`src/rtl/regfile_write_arbiter_pkg.sv`:
```
// Shared register-file constants and the MCU result FIFO entry layout.
// The constants are also used by the register file and the decoder.
package regfile_write_arbiter_pkg;

    localparam int REG_ADDR_W    = 4;
    localparam int DATA_W        = 32;
    localparam int NUM_BANK_REGS = 15;
    localparam logic [REG_ADDR_W-1:0] PC_ADDR = 4'd15;
    localparam int ENTRY_W       = REG_ADDR_W + DATA_W;

    typedef struct packed {
        logic [REG_ADDR_W-1:0] addr;
        logic [DATA_W-1:0]     data;
    } mc_entry_t;

    // R15 lives outside the bank and is owned by the PC path.
    function automatic logic is_bank_reg(input logic [REG_ADDR_W-1:0] a);
        return a != PC_ADDR;
    endfunction

endpackage

```
`src/rtl/regfile_write_arbiter_sync_fifo.sv`:
```
// Synchronous FIFO with an extra pointer MSB that separates full from empty.
module sync_fifo #(
    parameter int DEPTH = 4,
    parameter int WIDTH = 36
) (
    input  logic             clk,
    input  logic             rst_n,
    input  logic             push,
    input  logic             pop,
    input  logic [WIDTH-1:0] wdata,
    output logic [WIDTH-1:0] rdata,
    output logic             full,
    output logic             empty
);

    localparam int AW = $clog2(DEPTH);

    logic [AW:0]      wr_ptr_q, wr_ptr_d;
    logic [AW:0]      rd_ptr_q, rd_ptr_d;
    logic [WIDTH-1:0] mem_q [DEPTH];
    logic             do_push, do_pop;

    assign empty   = (wr_ptr_q == rd_ptr_q);
    assign full    = (wr_ptr_q[AW] != rd_ptr_q[AW]) &&
                     (wr_ptr_q[AW-1:0] == rd_ptr_q[AW-1:0]);
    assign do_push = push && !full;
    assign do_pop  = pop && !empty;
    assign rdata   = mem_q[rd_ptr_q[AW-1:0]];

    always_comb begin
        wr_ptr_d = wr_ptr_q;
        rd_ptr_d = rd_ptr_q;
        if (do_push) wr_ptr_d = wr_ptr_q + 1'b1;
        if (do_pop)  rd_ptr_d = rd_ptr_q + 1'b1;
    end

    always_ff @(posedge clk or negedge rst_n) begin
        if (!rst_n) begin
            wr_ptr_q <= '0;
            rd_ptr_q <= '0;
        end else begin
            wr_ptr_q <= wr_ptr_d;
            rd_ptr_q <= rd_ptr_d;
        end
    end

    always_ff @(posedge clk) begin
        if (do_push) mem_q[wr_ptr_q[AW-1:0]] <= wdata;
    end

endmodule

```
`src/rtl/regfile_write_arbiter.sv`:
```
// Shares the register-file write port between writeback (fixed priority) and
// buffered MCU results; tracks outstanding MCU destinations for hazard checks.
module regfile_write_arbiter
    import regfile_write_arbiter_pkg::*;
#(
    parameter int DEPTH        = 4,
    parameter int STARVE_LIMIT = 3
) (
    input  logic                  CLK,
    input  logic                  RESETn,
    input  logic                  WB_WE,
    input  logic [REG_ADDR_W-1:0] WB_A,
    input  logic [DATA_W-1:0]     WB_WD,
    input  logic                  MC_VALID,
    output logic                  MC_READY,
    input  logic [REG_ADDR_W-1:0] MC_A,
    input  logic [DATA_W-1:0]     MC_WD,
    input  logic                  MC_ISSUE,
    input  logic [REG_ADDR_W-1:0] MC_ISSUE_A,
    input  logic [REG_ADDR_W-1:0] Q1_A,
    input  logic [REG_ADDR_W-1:0] Q2_A,
    output logic                  HAZ1,
    output logic                  HAZ2,
    output logic                  STALL_REQ,
    output logic                  WE3,
    output logic [REG_ADDR_W-1:0] A3,
    output logic [DATA_W-1:0]     WD3,
    output logic [NUM_BANK_REGS-1:0] PEND,
    output logic                  ERR
);

    localparam int CNT_W = $clog2(STARVE_LIMIT + 1);
    localparam logic [CNT_W-1:0] CNT_MAX = CNT_W'(STARVE_LIMIT);

    mc_entry_t head, push_entry;
    logic      fifo_full, fifo_empty, fifo_push, fifo_pop;
    logic      wb_wins, head_commit, head_drop, we3_arb;

    logic [CNT_W-1:0]         starve_q, starve_d;
    logic [NUM_BANK_REGS-1:0] pend_q, pend_d;
    logic                     err_q, err_d;
    logic [15:0]              pend_ext;

    assign push_entry = '{addr: MC_A, data: MC_WD};
    assign MC_READY   = RESETn && !fifo_full;
    assign fifo_push  = MC_VALID && MC_READY;

    sync_fifo #(
        .DEPTH (DEPTH),
        .WIDTH (ENTRY_W)
    ) u_fifo (
        .clk   (CLK),
        .rst_n (RESETn),
        .push  (fifo_push),
        .pop   (fifo_pop),
        .wdata (push_entry),
        .rdata (head),
        .full  (fifo_full),
        .empty (fifo_empty)
    );

    always_comb begin
        wb_wins     = WB_WE && is_bank_reg(WB_A);
        fifo_pop    = !wb_wins && !fifo_empty;
        head_commit = fifo_pop && is_bank_reg(head.addr);
        head_drop   = fifo_pop && !is_bank_reg(head.addr);
        we3_arb     = 1'b0;
        A3          = '0;
        WD3         = '0;
        if (wb_wins) begin
            we3_arb = 1'b1;
            A3      = WB_A;
            WD3     = WB_WD;
        end else if (head_commit) begin
            we3_arb = 1'b1;
            A3      = head.addr;
            WD3     = head.data;
        end
    end

    // Reset gates the write enable combinationally so no write leaks out.
    assign WE3       = RESETn && we3_arb;
    assign STALL_REQ = (starve_q == CNT_MAX) && !fifo_empty;

    assign pend_ext = {1'b0, pend_q};
    assign PEND     = pend_q;
    assign ERR      = err_q;
    assign HAZ1     = is_bank_reg(Q1_A) && pend_ext[Q1_A];
    assign HAZ2     = is_bank_reg(Q2_A) && pend_ext[Q2_A];

    always_comb begin
        // Non-empty and not popping implies writeback took the port.
        starve_d = starve_q;
        if (fifo_empty || fifo_pop) begin
            starve_d = '0;
        end else if (starve_q != CNT_MAX) begin
            starve_d = starve_q + 1'b1;
        end

        err_d = err_q
              | (WB_WE && STALL_REQ)
              | head_drop
              | (MC_ISSUE && (!is_bank_reg(MC_ISSUE_A) || pend_ext[MC_ISSUE_A]));

        // Set is applied after clear so a same-cycle issue wins.
        pend_d = pend_q;
        for (int unsigned i = 0; i < NUM_BANK_REGS; i++) begin
            if (head_commit && head.addr == REG_ADDR_W'(i)) pend_d[i] = 1'b0;
            if (MC_ISSUE && MC_ISSUE_A == REG_ADDR_W'(i))   pend_d[i] = 1'b1;
        end
    end

    always_ff @(posedge CLK or negedge RESETn) begin
        if (!RESETn) begin
            starve_q <= '0;
            pend_q   <= '0;
            err_q    <= 1'b0;
        end else begin
            starve_q <= starve_d;
            pend_q   <= pend_d;
            err_q    <= err_d;
        end
    end

endmodule

```
`config.mk`:
```
export PLATFORM = sky130hd
export DESIGN_NAME = regfile_write_arbiter
export DESIGN_NICKNAME = d
export VERILOG_FILES = /design/src/rtl/regfile_write_arbiter_pkg.sv /design/src/rtl/regfile_write_arbiter_sync_fifo.sv /design/src/rtl/regfile_write_arbiter.sv
export SDC_FILE = /design/constraint.sdc
export NUM_CORES = 1
export LEC_CHECK = 0
export CAP_MARGIN = 20
export CORE_MARGIN = 4
export CORE_UTILIZATION = 51
export CTS_CLUSTER_DIAMETER = 200
export DETAILED_ROUTE_END_ITERATION = 7
export GPL_TIMING_DRIVEN = 0
export PLACE_DENSITY_LB_ADDON = 0.12
export REMOVE_ABC_BUFFERS = 1
export SLEW_MARGIN = 25
export SYNTH_ARGS = -nofsm -noshare
export SYNTH_HDL_FRONTEND = slang
export SYNTH_SLANG_ARGS = --single-unit
```
`constraint.sdc`:
```
create_clock -name CLK -period 3.5 [get_ports CLK]
set_clock_uncertainty 0.15 [all_clocks]
set_input_delay 0.35 -clock CLK [delete_from_list [all_inputs] [get_ports CLK]]
set_output_delay 0.35 -clock CLK [all_outputs]
set_load 0.005 [all_outputs]
```
==> impl_results.md <==
* HPWL after detailed placement at between 10,000 and 15,000 microns
* Number of synthesized flops with an enable pin at approximately 140
* Startpoint of the worst-slack reg-to-reg timing path: u_fifo.rd_ptr_q[0]
* Total stage count of the critical path at 7
* Max Slew Vio Count at 0
* Family with the most delay on the worst path: buffers and inverters
* Final wirelength at 15,500 microns
* Setup TNS Final at 0 ns
* Fraction of layout instances using a drive strength above 1 at roughly 20%
* Total Die Area at between 15,000 and 20,000 sq um
* Diodes inserted at 0
* Remaining design rule violation count at 0
* Floorplan Core Area at 13,800 sq um
* Sink count of the clock tree at roughly 170
* Final Instance Area at approximately 9700 sq um
* Cell count after synthesis at 373
* Area of placed instances at between 8000 and 9000 sq um
* Y dimension of the die at about 130 microns
* Max-slew headroom at roughly three fifths
* Power share of the clock group at 24.0%
* Delay of the slowest cell on the worst path at 0.57 ns
* Layout Area Growth over Synthesis at 34.9%
* R2R cell count at 5
* Data arrival time of the critical path at 2.85 ns
* Antenna violations before repair at 0
* Setup slack of the most critical reg-to-reg path at ~0.90 ns
* Worst Path Required at roughly 3 ns
* Number of distinct library cells after synthesis at 40
* Relative contribution of sequential cells to total power at a little under two fifths
* Number of buffers added by the clock tree synthesis step at 17
* Root Buffer: sky130_fd_sc_hd__clkbuf_16
* Pin count of the biggest net entering global routing at 27
* Area of the mapped netlist at around 7200 sq um
* #FFs+latches synth at 168
* Gp weighted congestion at around 0.86
* CTS tree: built
* Combinational cell fraction of total power at between 30% and 40%
* Power Internal at around 0.0053 W
* Wirelength per Cell at about 21 microns
* Destination of the worst register-to-register timing path: u_fifo.mem_q[3][16]
* Mean Syn Cell Area at 19.2 sq um
* Type of the tightest min-delay check: input port to async pin
* Kind of end point of the critical path: primary output
* Total overflow reported by the global router at 0
* CP max FO at 16
* Starting density of the core at approximately half
* Via density per instance at 5.80
* Worst setup slack after placement at -0.136 ns
* Power per unit of standard cell area at 775 nW/um^2
* Final clock period utilization by the worst path at 95.8%
* Chip width at 127 microns
* Total GRT Usage at between 15 and 20%
* Number of inserted filler cells in the final layout at slightly below 900
* Total number of vias at approximately 4,200
* Post-layout power at roughly 0.0075 W
* Startpoint Class: flip-flop
* Top-level I/O count at 146
* Number of nets still failing antenna checks after routing at 0
* Number of input and output port buffers inserted at 145
* H-Tree Level Count at 4
* Setup repair after global routing missed its margin: false
* Top cell type by total area after synthesis: sky130_fd_sc_hd__edfxtp_1
* Number of hold-slack violations in the final timing report at 0
* Drt initial violations at just under 400
* Net total in the final layout at 633
* Final Setup Violations at 0
* Buffer levels on the longest clock path at 2
* Critical path origin: u_fifo.rd_ptr_q[0]
* Share of synthesized registers carrying an async set or reset at 14.3%
* Number of warnings reported in the yosys synthesis log at 0
* Sum of buffers and inverters on the critical path at 4
* Run status: finished clean
* Source-to-sink clock delay at the later pin of the worst-skew pair at 0.41 ns
* Maximum operating frequency at slightly below 300 MHz
* Part of the Yosys area used for sequential elements at 68.8%
* Switching pwr at 0.00219 W
* Number of global-route vias before repair at approximately 4,400
* Endpoint of the worst setup timing path: WD3[7]
* Least-Margin Pin Slew at 0.602 ns
* Final period demand of the worst path at between 3 and 4 ns
* First-pass GRT wire length at roughly 24,000 microns
* # Max-Cap Violations at 0
* Dominant cell type by count on the critical path: sky130_fd_sc_hd__buf_8
* Share of total power consumed by net switching at between 20% and 30%
* Clk pin slew, worst setup/hold paths at roughly 0.060 ns
* Top area cells in the synthesized netlist: sky130_fd_sc_hd__edfxtp_1, sky130_fd_sc_hd__mux4_2, sky130_fd_sc_hd__dfrtp_1
* Final core occ at 69.9%
* Total iterations of the first detailed-routing run at 5
* Cell with the largest stage delay on the worst path: sky130_fd_sc_hd__mux4_2
* Share of the synthesized area in the top cell type at roughly 60%
* Maximum VDD drop at 0.388 mV
* Top_reg_cell synth: sky130_fd_sc_hd__edfxtp_1
* Worst Setup Path Type: flip-flop to primary output
* Placement Rows at 43
* Leakage power of the design at about 3.3 nW
* Post-route worst setup slack at around 0.15 ns
* Critical-path cell list: buf_16, mux4_2, a41oi_4, buf_8, buf_8, a22o_1, clkdlybuf4s50_1
## cell type report
cell class / instances / area, sq um / area share [%]
clock buffers: 23 / 533 / 5.52
clock inverters: 9 / 56.3 / 0.583
inverters: 3 / 11.3 / 0.117
multi-input cells: 181 / 2120 / 22.0
flip-flops and latches: 168 / 4930 / 51.0
well taps: 180 / 225 / 2.33
repair buffers: 167 / 1780 / 18.4
## through the flow
| stage | std cells | hold slack (ns) |
|---|---|---|
| global placement | 677 | 0.363 |
| global route | 731 | 0.378 |
| floorplan | 352 | -0.0956 |
| finish | 731 | 0.348 |
| CTS | 725 | 0.343 |
| detailed placement | 686 | 0.241 |
## cell usage after synthesis (2+ instances only)
library cell               number
sky130_fd_sc_hd__edfxtp_1     144
sky130_fd_sc_hd__mux4_2        46
sky130_fd_sc_hd__a22o_1        36
sky130_fd_sc_hd__dfrtp_1       24
sky130_fd_sc_hd__o31ai_1       15
sky130_fd_sc_hd__o21ai_0       11
sky130_fd_sc_hd__clkbuf_1      10
sky130_fd_sc_hd__nand2b_1       8
sky130_fd_sc_hd__and3_1         6
sky130_fd_sc_hd__ha_1           6
sky130_fd_sc_hd__nand2_1        6
sky130_fd_sc_hd__buf_6          5
sky130_fd_sc_hd__buf_2          4
sky130_fd_sc_hd__mux2i_1        4
sky130_fd_sc_hd__o41ai_1        4
sky130_fd_sc_hd__xnor2_1        4
sky130_fd_sc_hd__xor2_1         4
sky130_fd_sc_hd__inv_1          3
sky130_fd_sc_hd__mux2_2         3
sky130_fd_sc_hd__nand3_1        3
sky130_fd_sc_hd__nand3b_1       3
sky130_fd_sc_hd__nor3_1         3
sky130_fd_sc_hd__and2_1         2
sky130_fd_sc_hd__buf_1          2
sky130_fd_sc_hd__o211ai_1       2
## cells in the final DEF, fill, tap and decap left out, drive strengths merged, types with 2 or more instances in the layout
cell,count
clkdlybuf4s50,144
nand2,6
nand3b,3
clkinvlp,2
edfxtp,144
clkinv,6
xnor2,5
inv,4
and3,6
buf,21
nor3,3
nand2b,8
o211ai,2
and2,2
xor2,4
clkbuf,24
mux2i,4
mux2,3
o31ai,15
ha,6
dfrtp,24
nand3,3
o21ai,12
mux4,46
a22o,36
o41ai,4
## power by group through the flow
stage	combinational, W	clock [W]	sequential (W)
after floorplan	0.00135	0	0.00288
after global placement	0.00238	0	0.00302
after detailed placement	0.00264	0	0.00290
after CTS	0.00280	0.00182	0.00279
after global routing	0.00311	0.00194	0.00284
final	0.00289	0.00180	0.00281
## worst min path at each step
stage                                  start            endpoint  slack [ns]  cells after the start
after floorplan                       RESETn                 ERR        -0.1                      0
after global placement    u_fifo.rd_ptr_q[2]  u_fifo.rd_ptr_q[2]        0.36                      1
after detailed placement              RESETn         starve_q[0]        0.24                      1
after CTS                             RESETn             PEND[0]        0.34                      2
after global routing                  RESETn         starve_q[1]        0.38                      2
final                                 RESETn             PEND[0]        0.35                      2
## layer usage
layer / share of wire [%] / vias to the layer above / global-route usage, % / wire, microns
li1: - / 1921 / - / -
met1: 40 / 2140 / 26.1 / 6250
met2: 52 / 165 / 32.4 / 8040
met3: 7.0 / 13 / 6.44 / 1090
met4: 0.94 / 0 / 5.49 / 146
met5: 0 / - / 0 / 0
## kinds of logic (layout without fill, tap and decap cells)
kind of cell             count (synthesis)  count (layout)  share of synthesized area, %
flip-flops                             168             168                          68.8
AO/OA/AOI/OAI                           78              78                          8.82
adder cells (fa/ha/maj)                  6               6                          1.05
multiplexers                            53              53                          15.5
buffers and inverters                   24             202                          1.85
AND/OR/NAND/NOR                         35              35                          2.83
XOR/XNOR                                 9               9                          1.21
## timing repair
action                                  in CTS  in global routing
hold buffers                                 1                  0
endpoints found under the setup margin      37                 16
endpoints found under the hold margin       24                  0
gates cloned                                 0                  1
gates resized for setup                      2                  2
buffers inserted                             6                  5
pin swaps                                    1                  1
## state kept, by name (all words and copies together) (netlist names)
register         flops
ERR                  1
u_fifo.rd_ptr_q      3
u_fifo.mem_q       144
starve_q             2
u_fifo.wr_ptr_q      3
PEND                15
Power figures use the tool's default switching activity.
==> edit: new RTL, same settings <==
Set the package constant `REG_ADDR_W` to 6 (it was 4).
--- a/src/rtl/regfile_write_arbiter_pkg.sv
+++ b/src/rtl/regfile_write_arbiter_pkg.sv
@@ -3,5 +3,5 @@
 package regfile_write_arbiter_pkg;
 
-    localparam int REG_ADDR_W    = 4;
+    localparam int REG_ADDR_W    = 6;
     localparam int DATA_W        = 32;
     localparam int NUM_BANK_REGS = 15;
Interface: changed (6 resized); port bits go from 146 to 158. The function was not compared with the original's and may differ.
==> edit against the original RTL <==
Sequential cell count increased by 8. Power increased by 3.9%. Area after synthesis increased by 7.5%. Worst setup slack got worse by 81 ps. Via count increased by 13%. Die area increased by 7.1%. Worst hold slack got worse by 32 ps. Combinational power increased by 7%. Final area increased by 6.4%. Wire length increased by 13%. Non-clock buffer count increased by 18. Maximum frequency decreased by 2.4%. Critical path type unchanged.
==> edit: results (changes against the original RTL) <==
| Metric | Value |
|---|---|
| Number of buffers added on ports | 153 (+5.5%) |
| Register area share after synthesis | 67.0% (-1.7 points) |
| Diodes inserted | 0 (unchanged) |
| Fin nets | 701 (+11%) |
| Cell count after placement | 737 (+7.4%) |
| List of most frequent post-synthesis cells | edfxtp_1 (152), mux4_2 (46), a22o_1 (41) |
| Top-count cell post-synth | edfxtp_1 |
| Max rail drop VDD | 379 uV (-2.4%) |
| Gate Count Post-Synth | 420 (+13%) |
| Iter 0 DRT Violations | 467 (+19%) |
| Routed WL | 17500 um (+13%) |
| Worst-path fanout max | 10 (-6) |
| Asr flop ratio synth | 13.6% (-0.65 points) |
| Critical Path AT | 2930 ps (+80 ps) |
| Wirelength per Cell | 22.1 um (+4.2%) |
| NetSw | 2340 uW (+7.0%) |
| Synth cell types | 54 (+35%) |
| Slowest Stage Delay on Critical Path | 510 ps (-60 ps) |
| Crit path launch type | flop |
| Largest register FFs | 152 (+5.6%) |
| Vias in the first global route | 4951 (+11%) |
| Via count | 4786 (+13%) |
| Outcome | completed |
| Largest net degree at the start of global routing | 40 (+48%) |
| End point of the critical path | WD3[20] |
| RR Endpoint | u_fifo.mem_q[0][20] |
| Hpwl dp | 11100 um (+6.7%) |
| GP Congestion | 0.902 (+5.2%) |
| GRT Overall Usage | 21.2% (+1.3 points) |
| Worst-Margin Slew | 654 ps (+51.5 ps) |
| H-tree Lvls | 4 (unchanged) |
| EDFF count, synth | 152 (+5.6%) |
| Worst R2R Setup Slack | 820 ps (-80 ps) |
| Initial DRT Pass Iterations | 4 (-1) |
| Leakage power | 0.00365 uW (+9.5%) |
| Ratio of cells with drive above 1 in the final layout | 20.7% (+0.36 points) |
| Area contributors post-synth | edfxtp_1 (59%), mux4_2 (13%), dfrtp_1 (7.8%) |
| FF-to-FF path depth | 6 (+1) |
| Crit-path slowest cell | clkdlybuf4s50_1 |
## edit: changes by cell type in the layout (fill, tap and decap cells not counted), sizes merged, moves of 5 or more
| cell | before | now |
|---|---|---|
| dlygate4sd2 | 0 | 20 |
| clkdlybuf4s50 | 144 | 127 |
| o31ai | 15 | 2 |
| buf | 21 | 31 |
| nand4 | 1 | 10 |
| edfxtp | 144 | 152 |
| nor2 | 0 | 7 |
| a22o | 36 | 41 |
| clkbuf | 24 | 19 |
| dlymetal6s2s | 0 | 5 |
| mux2i | 4 | 9 |
| o21ai | 12 | 7 |
## edit: timing repair
| action | 4_1_cts | 5_1_grt |
|---|---|---|
| gates resized for setup | 24 | 8 |
| gates cloned | 1 | 0 |
| pin swaps | 1 | 0 |
| setup buffers | 16 | 6 |
| setup endpoints to repair | 37 | 17 |
| hold buffers | 1 | 0 |
| endpoints found under the hold margin | 24 | 0 |
## edit: final cells by class
cell class | instances | area (um2)
Inverter | 4 | 15.0
Timing Repair Buffer | 185 | 1890
Clock inverter | 13 | 139
Fill cell | 942 | 4370
Tap cell | 184 | 230
Clock buffer | 19 | 433
Sequential cell | 176 | 5170
Multi-Input combinational cell | 212 | 2400
## edit: worst min-delay path by stage
stage / startpoint / to
after global placement: u_fifo.wr_ptr_q[2] / u_fifo.wr_ptr_q[2]
after detailed placement: RESETn / starve_q[0]
after CTS: RESETn / starve_q[1]
final: RESETn / starve_q[1]
after floorplan: RESETn / ERR
after global routing: RESETn / starve_q[1]
## edit: kinds of logic after synthesis
group,Yosys count,synth area share (%)
AOI/OAI and AO/OA,77,8.49
adders and majority gates,6,0.974
buffers and inverters,32,2.18
and+or+nand+nor,64,5.49
DFF,176,67.0
xor gates and xnor gates,8,0.910
muxes,57,14.9
## edit: stage by stage
stage	total power, uW	setup slack [ps]	area (um2)
after floorplan	4450	-795	7550
after global placement	5650	-2610	9310
after detailed placement	5790	-617	9480
after CTS	7780	6.82	10200
after global routing	8210	-11.5	10300
final	7790	67.3	10300
## edit: layer usage
layer | up-vias | wire [um] | global-route usage (%)
li1 | 2144 | - | -
met1 | 2434 | 7140 | 27.6
met2 | 194 | 8880 | 34.4
met3 | 14 | 1320 | 6.71
met4 | 0 | 209 | 6.84
met5 | - | 0 | 0
## edit: power by group through the flow
stage | sequential [uW] | combinational [uW] | clock, uW
after global routing | 2930 | 3330 | 1950
final | 2890 | 3080 | 1820
after CTS | 2890 | 3040 | 1850
after floorplan | 3000 | 1450 | 0
after detailed placement | 3020 | 2780 | 0
after global placement | 3160 | 2490 | 0
